## config.mk

```make
export PLATFORM = sky130hd
export DESIGN_NAME = sp_ctrl
export DESIGN_NICKNAME = d
export VERILOG_FILES = /design/src/rtl/sp_ctrl.sv
export SDC_FILE = /design/constraint.sdc
export NUM_CORES = 1
export LEC_CHECK = 0
export ABC_AREA = 1
export CORE_ASPECT_RATIO = 2
export CORE_MARGIN = 2
export CORE_UTILIZATION = 46
export CTS_CLUSTER_SIZE = 14
export DETAILED_ROUTE_END_ITERATION = 7
export GPL_TIMING_DRIVEN = 0
export PLACE_DENSITY_LB_ADDON = 0.2
export SETUP_SLACK_MARGIN = 0.3
export SYNTH_ARGS = -nofsm -noshare
export SYNTH_HDL_FRONTEND = slang
export SYNTH_SLANG_ARGS = --single-unit
```

## constraint.sdc

```tcl
create_clock -name clk -period 2.26 [get_ports clk]
set_input_delay 0.452 -clock clk [delete_from_list [all_inputs] [get_ports clk]]
set_output_delay 0.452 -clock clk [all_outputs]
set_load 0.005 [all_outputs]
```

## src/rtl/sp_ctrl.sv

```systemverilog
// Stack-pointer controller: empty-descending stack, push/pop/replace/load decode to a data-memory address and write strobe.
// Latency: mem_addr/mem_we are combinational; sp/count/flags update on the next edge. No backpressure, one command per cycle.
// SP_BOUNDS_CHECK_EN enables full/empty guarding, load range checks and the sticky overflow/underflow/bad_load flags.
module sp_ctrl #(
  parameter int ADDR_W      = 32,
  parameter int STACK_BASE  = 900,
  parameter int STACK_DEPTH = 64,
  parameter int CNT_W       = 16
) (
  input  logic              clk,
  input  logic              rst,
  input  logic              push,
  input  logic              pop,
  input  logic              load,
  input  logic [ADDR_W-1:0] load_value,
  input  logic              err_clr,
  output logic [ADDR_W-1:0] sp,
  output logic [ADDR_W-1:0] mem_addr,
  output logic              mem_we,
  output logic [CNT_W-1:0]  count,
  output logic              empty,
  output logic              full,
  output logic              overflow,
  output logic              underflow,
  output logic              bad_load
);

  localparam logic [ADDR_W-1:0] BASE  = ADDR_W'(STACK_BASE);
  localparam logic [ADDR_W-1:0] LIMIT = ADDR_W'(STACK_BASE - STACK_DEPTH);
  localparam logic [CNT_W-1:0]  DEPTH = CNT_W'(STACK_DEPTH);

  logic [ADDR_W-1:0] sp_q;
  logic [ADDR_W-1:0] sp_nxt;
  logic [ADDR_W-1:0] sp_inc;
  logic [ADDR_W-1:0] sp_dec;
  logic [CNT_W-1:0]  count_q;
  logic              we_c;
  logic              push_blk;
  logic              pop_blk;
  logic              load_ok;

  assign sp_inc = sp_q + ADDR_W'(1);
  assign sp_dec = sp_q - ADDR_W'(1);

  assign sp    = sp_q;
  assign count = count_q;
  assign empty = (count_q == '0);
  assign full  = (count_q == DEPTH);

  // Command priority: load, replace (push&pop), push, pop, idle.
  always_comb begin
    sp_nxt   = sp_q;
    mem_addr = sp_q;
    we_c     = 1'b0;
    if (load) begin
      if (load_ok) begin
        sp_nxt = load_value;
      end
    end else if (push && pop) begin
      if (!pop_blk) begin
        mem_addr = sp_inc;
        we_c     = 1'b1;
      end
    end else if (push) begin
      if (!push_blk) begin
        we_c   = 1'b1;
        sp_nxt = sp_dec;
      end
    end else if (pop) begin
      if (!pop_blk) begin
        mem_addr = sp_inc;
        sp_nxt   = sp_inc;
      end
    end
  end

  // The strobe must drop the instant reset asserts, not on the next edge.
  assign mem_we = we_c & ~rst;

  always_ff @(posedge clk or posedge rst) begin
    if (rst) begin
      sp_q    <= BASE;
      count_q <= '0;
    end else begin
      sp_q    <= sp_nxt;
      count_q <= CNT_W'(BASE - sp_nxt);
    end
  end

`ifdef SP_BOUNDS_CHECK_EN
  logic in_range;
  logic ovf_set;
  logic unf_set;
  logic bad_set;
  logic overflow_q;
  logic underflow_q;
  logic bad_load_q;

  assign in_range = (load_value >= LIMIT) && (load_value <= BASE);
  assign push_blk = full;
  assign pop_blk  = empty;
  assign load_ok  = in_range;

  assign bad_set = load & ~in_range;
  assign ovf_set = ~load & push & ~pop & full;
  assign unf_set = ~load & pop & empty;

  // Set beats clear so an error coinciding with err_clr is never lost.
  always_ff @(posedge clk or posedge rst) begin
    if (rst) begin
      overflow_q  <= 1'b0;
      underflow_q <= 1'b0;
      bad_load_q  <= 1'b0;
    end else begin
      if (ovf_set)      overflow_q <= 1'b1;
      else if (err_clr) overflow_q <= 1'b0;
      if (unf_set)      underflow_q <= 1'b1;
      else if (err_clr) underflow_q <= 1'b0;
      if (bad_set)      bad_load_q <= 1'b1;
      else if (err_clr) bad_load_q <= 1'b0;
    end
  end

  assign overflow  = overflow_q;
  assign underflow = underflow_q;
  assign bad_load  = bad_load_q;
`else
  logic unused_err_clr;

  assign push_blk       = 1'b0;
  assign pop_blk        = 1'b0;
  assign load_ok        = 1'b1;
  assign unused_err_clr = err_clr ^ LIMIT[0];
  assign overflow       = 1'b0;
  assign underflow      = 1'b0;
  assign bad_load       = 1'b0;
`endif

endmodule

```

==> impl.org, run 1 <==
** CTS
- CTS Buf Count :: 5
- CTS H-tree lvls :: 2
- Clock root buffer master :: sky130_fd_sc_hd__clkbuf_16
- The tree built by TritonCTS fans out to 47 sinks.
- CTS Buffer Depth :: 2

** Yosys
- Of all flip-flops after synthesis, the portion carrying an async set or reset was 1.00.
- Ys flop type :: sky130_fd_sc_hd__dfrtp_1
- Number of storage elements in the synthesis netlist :: between 40 and 50
- Mapped Cells :: between 700 and 800
- Sorting the synthesized cells by area gives the leading types as sky130_fd_sc_hd__dfrtp_1, sky130_fd_sc_hd__nand2_1, sky130_fd_sc_hd__nand3_1.
- Summing every instance area after synthesis gives 0.00484 mm².
- Avg Cell Area, Syn :: 6.27 µm²
- Cell taking the most area after synthesis :: sky130_fd_sc_hd__dfrtp_1
- For this run, the register share of the synthesized area comes to 0.244.
- Yosys mapped a number of flops with a built-in enable equal to 0.
- Yosys printed 0 warnings.
- Leading post-synthesis cells by instance count :: sky130_fd_sc_hd__nand2_1, sky130_fd_sc_hd__nand3_1, sky130_fd_sc_hd__nor2_1
- The share of synthesized area in the top cell type comes to 0.223.
- Yosys instantiated no cell more often than sky130_fd_sc_hd__nand2_1.
- The netlist uses 46 different library cells.

** Placement
- Detailed placement ended at an HPWL of about 14,000 µm.
- Worst-case setup slack after placement :: -1000 ps
- Post-placement cell area :: roughly 0.0063 mm²
- At the end of routability-driven placement, the weighted congestion stood at around 0.96.
- Input and output buffers added on the ports amount to 118.

** Die
- Initial core utilization :: 0.467
- Placement Rows :: 53
- Vertical die dimension :: between 100 and 150 µm
- I/O Pins :: between 100 and 150
- The floorplan step set the die width to between 70 and 80 µm.

** Status
- The first error in the log reads "[ERROR GRT-0232] Routing congestion too high. Check the congestion heatmap in the GUI".
- Status :: stopped before the end
- It got as far as global routing (5_1_grt) and failed there.

** GRT
- For this run the aggregate overflow at the end of global routing stands at 4.
- Entering global routing, the biggest net connects 30 pins.
- Across every metal layer, demand over resource in global routing totals 0.506.

** STA
- In the global-route stage, repair_timing last flagged the worst endpoint as mem_addr[24].
- After the last repair the worst path ends at an output port.
[metal layers]
layer  overflow  GRT usage
met1          0      0.509
met2          2      0.810
met3          0      0.191
met4          2      0.445
met5          0    0.00455
[through the flow]
| step | util | TNS, ps | std cells | hold slack [ps] |
|---|---|---|---|---|
| floorplan | - | 0 | 773 | 569 |
| global placement | 0.607 | -56080 | 1028 | 640 |
| detailed placement | 0.609 | -36950 | 1029 | 651 |
| CTS | 0.769 | -9690 | 1147 | 537 |
[cell families after synthesis]
logic type	share of synthesized area
flops	0.244
compound gates	0.117
simple gates	0.462
fa+ha+maj	0.00776
xor+xnor	0.0523
other cells	0.000775
buf+inv	0.116
[repair_timing]
action                     CTS
hold buffers                 0
pin swaps                  104
buffers inserted           110
gates resized for setup    379
setup endpoints to repair   66
==> run 2: changes to the inputs <==
==> config.mk (replaced) <==
export PLATFORM = sky130hd
export DESIGN_NAME = sp_ctrl
export DESIGN_NICKNAME = d
export VERILOG_FILES = /design/src/rtl/sp_ctrl.sv
export SDC_FILE = /design/constraint.sdc
export NUM_CORES = 1
export LEC_CHECK = 0
export ABC_AREA = 1
export CORE_MARGIN = 2
export CORE_UTILIZATION = 40
export DETAILED_ROUTE_END_ITERATION = 7
export GPL_TIMING_DRIVEN = 0
export PLACE_DENSITY_LB_ADDON = 0.15
export SYNTH_ARGS = -nofsm -noshare
export SYNTH_HDL_FRONTEND = slang
export SYNTH_SLANG_ARGS = --single-unit
==> constraint.sdc (replaced) <==
create_clock -name clk -period 2.9 [get_ports clk]
set_input_delay 0.58 -clock clk [delete_from_list [all_inputs] [get_ports clk]]
set_output_delay 0.58 -clock clk [all_outputs]
set_load 0.005 [all_outputs]
==> run 2 against run 1 <==
Net effect: the flow now finishes, with violations (setup timing); area after synthesis did not move; synthesized cell count did not move.
==> impl.org, run 2 <==
** Power and ir drop
- IR analysis of the VDD net gives a maximum drop of about 0.32 mV.
- Overall power consumption after layout is estimated at around 2.9 mW.
- Leakage power of the design :: approximately 3.2 nW
- Total power density per cell area :: ~400 mW/mm²

** Final layout
- Flip-flop count of the largest register, all copies and words added :: 31
- Total of fill cells in the finished design :: ~1,200
- The library cell used most frequently in the layout, excluding fill and tap cells, is sky130_fd_sc_hd__nand2_1.
- In the final layout, the share of cells above drive strength 1 is 0.227.
- Antenna diodes :: 0
- The net count of the finished layout is a little under 1,000.
- Most frequent cells in the layout :: sky130_fd_sc_hd__nand2_1, sky130_fd_sc_hd__clkdlybuf4s50_1, sky130_fd_sc_hd__nand3_1
- Synthesis-to-layout area growth :: 44.5%

** Routing
- Post-Route WL :: roughly 18,000 µm
- In the routed design, unresolved DRC markers number 0.
- Via count of the routed design :: 5,832
- After detailed routing, the average wire length per cell comes to between 15 and 20 µm.
- Via-per-instance ratio :: between 5 and 6
- After the first detailed-routing iteration, the DRC count stood at approximately 510.
- Residual antenna-violating net count after detailed routing :: 0
- Before antenna repair, the detailed router went through 5 iterations.

** STA
- Transition time at the pin with the least slew margin :: 689 ps
- Final period utilization :: 1.00
- Number of hold-slack violations in the final timing report :: 0
- The routed design could run at a clock period as short as approximately 2900 ps.
- Normalized max-slew margin :: 0.541
- In the post-route analysis, the smallest setup slack over all paths is -10.1 ps.
- Hold slack final :: 614 ps
- The count of pins over their slew limit came to 0.
- Setup violations remaining at the end of the flow were counted as 1.
- Derived from the worst setup path, the maximum achievable clock frequency is between 0.3 and 0.4 GHz.
- Between clock sinks in the finished design, the worst skew comes to about 15 ps.
- Setup repair after global routing missed its margin :: true

** Critical path
- The setup check on the worst reg-to-reg path leaves a slack of approximately 350 ps.
- The worst setup path is launched from a register.
- For this run, the slowest stage of the critical path takes roughly 550 ps.
- By startpoint and endpoint, the worst setup path is classified as register to output pin.
- Category of the worst setup path capture point :: output pin
- The cell family contributing the most delay on the critical path is simple AND/OR/NAND/NOR gates.
- RR Endpoint :: count[14]
- CP required :: 2320 ps
- Together, buffers and inverters on the worst path number 6.
- In this run the critical register-to-register path is launched from count[0].
- Highest-delay cell along the critical path :: sky130_fd_sc_hd__dfstp_2
- Data arrival, critical path :: 2330 ps
- Cell Chain, Critical Path :: buf_6 -> nand2_4 -> inv_2 -> nand4_1 -> nor2_1 -> nand4_1 -> buf_4 -> inv_4 -> buf_4 -> nand3_1 -> nand2_1 -> nand2_1 -> o21ai_1 -> buf_2
- In this run the worst path has a maximum fanout of 4.
- Worst reg-to-reg path cell count :: 16

** Yosys
- The count of flip-flops with a built-in enable after synthesis is 0 (unchanged).
- Number of library cell types mapped by synthesis :: 46 (unchanged)
- The number of warnings issued by yosys was 0 (unchanged).
- The area share of and/or/nand/nor cells after synthesis was 0.462 (unchanged).
- Synthesized-area fraction occupied by xor and xnor cells :: 0.0523 (unchanged)
- Cell taking the most area after synthesis :: sky130_fd_sc_hd__dfrtp_1 (unchanged)
- Async set-or-reset flop fraction in the synthesized netlist :: 1.00 (unchanged)
- Register area share after synthesis :: 0.244 (unchanged)
- Fraction of the mapped netlist area in compound gates :: 0.117 (unchanged)
- The largest family of logic cells by synthesized area is simple AND/OR/NAND/NOR gates (unchanged).
- Multiplexer area fraction after synthesis :: 0 (unchanged)
- Leading post-synthesis cells by instance count: sky130_fd_sc_hd__nand2_1, sky130_fd_sc_hd__nand3_1, sky130_fd_sc_hd__nor2_1 (unchanged).
- Mapped Cells :: 771 (unchanged)
- Ys flop type :: sky130_fd_sc_hd__dfrtp_1 (unchanged)
- The count of state elements after synthesis was 47 (unchanged).
- Area share of the leading cell type in the synthesized netlist :: 0.223 (unchanged)
- The synthesized area per cell is 6.27 µm² (unchanged).
- The post-synthesis cell area was 0.00484 mm² (unchanged).
- Post-synthesis adder-cell area fraction :: 0.00776 (unchanged)
- Top cells by area in the synthesized netlist :: sky130_fd_sc_hd__dfrtp_1, sky130_fd_sc_hd__nand2_1, sky130_fd_sc_hd__nand3_1 (unchanged)
- The most common cell in the netlist is sky130_fd_sc_hd__nand2_1 (unchanged).

** Status
- Violations in the final reports :: setup timing
- Status: finished, violations left (was stopped before the end).

** Placement
- Number of port buffers :: 118 (unchanged)
- The setup slack at placement came to -939 ps (was -1000 ps).
- The final weighted congestion in routability-driven placement was 0.982 (was 0.957).
- The total half-perimeter wirelength after legalization and detailed placement was 13,200 µm (was 13,800 µm).

** Die
- The die extent in y is 114 µm (was 149 µm).
- Placement Rows :: 40 (was 53)
- Die width :: 114 µm (was 76.5 µm)
- Placeable core region :: between 0.01 and 0.015 mm²
- The initial cell density of the core came to 0.406 (was 0.467).
- The I/O pin count came to 124 (unchanged).
- The die covers roughly 0.013 mm².

** Job
- Count of max-cap constraint violations :: 0

** CTS
- The number of buffers added by the clock tree synthesis step is 5 (unchanged).
- Clock root buffer master :: sky130_fd_sc_hd__clkbuf_16 (unchanged)
- The clock reaches the later pin of the worst-skew pair after approximately 310 ps.
- CTS Buffer Depth :: 2 (unchanged)
- After clock tree synthesis, the clock-pin slew on the worst setup and hold paths is roughly 80 ps.
- Hold bufs inserted after CTS :: 0 (unchanged)
- TritonCTS built the clock tree.
- CTS H-tree lvls :: 2 (unchanged)
- The total clock sinks came to 47 (unchanged).

** GRT
- Global-route wire length before repair :: roughly 28,000 µm
- The number of antenna violations at the first check in global routing came to 0.
- Via count of the first global-routing pass :: 5,511
- Across every metal layer, demand over resource in global routing totals 0.275.
- Entering global routing, the biggest net connects 31 pins.
- Global routing finished with a remaining overflow of 0.

** Worst hold path
- The worst hold path belongs to the class input port to async pin.
run 2: cell counts after synthesis:
No cell type changed its count.
run 2: cell type report:
type	instances	area [µm²]	area share
Inverter	83	320	0.0458
Clock inverter	3	46.3	0.00662
Buffer	44	299	0.0428
Tap cell	147	184	0.0263
Timing Repair Buffer	166	1510	0.216
Sequential cell	47	1180	0.170
Clock buffer	5	125	0.0179
Multi-Input combinational cell	595	3320	0.474
run 2: power breakdown:
| part | internal (mW) | leakage (nW) | switching, mW |
|---|---|---|---|
| Combinational | 0.600 | 2.60 | 0.720 |
| Sequential | 0.759 | 0.550 | 0.0844 |
| Clock | 0.411 | 0.0804 | 0.294 |
| Total | 1.77 | 3.23 | 1.10 |
run 2: per-layer routing:
layer  wire [µm]  global-route usage
met1        8040               0.391
met2        8220               0.440
met3        1300              0.0361
met4         338              0.0740
met5           0                   0
run 2: worst max-delay path by stage:
stage                     start      endpoint  depth (start not counted)
after CTS                 sp[2]  mem_addr[23]                         12
final                     sp[2]  mem_addr[22]                         14
after detailed placement   load   mem_addr[7]                          7
after global placement     load   mem_addr[9]                          6
after floorplan           sp[1]  mem_addr[26]                         11
after global routing      sp[2]  mem_addr[26]                         13
run 2: per-stage QoR:
step                       util  TNS (ps)  std cells  instance area, µm²
final                     0.587     -10.1       1090                6990
after global routing      0.587      -554       1090                6990
after global placement    0.521    -19560       1038                6210
after floorplan               -         0        773                4840
after CTS                 0.571      -166       1077                6800
after detailed placement  0.523    -18790       1039                6230
run 2: timing repair:
item                       in CTS  in global routing
setup endpoints to repair      32                 23
gates resized for setup       108                 46
pin swaps                      22                 25
gates cloned                    0                  0
hold endpoints to repair        0                  0
buffers inserted               34                 13
run 2: cells by family (layout without fill, tap and decap cells):
logic type      after synthesis  count (layout)
flops                        47              47
buf+inv                     131             301
other cells                   1               3
simple gates                464             464
compound gates               97              97
xor+xnor                     28              28
fa+ha+maj                     3               3
(Power assumes the default switching activity.)
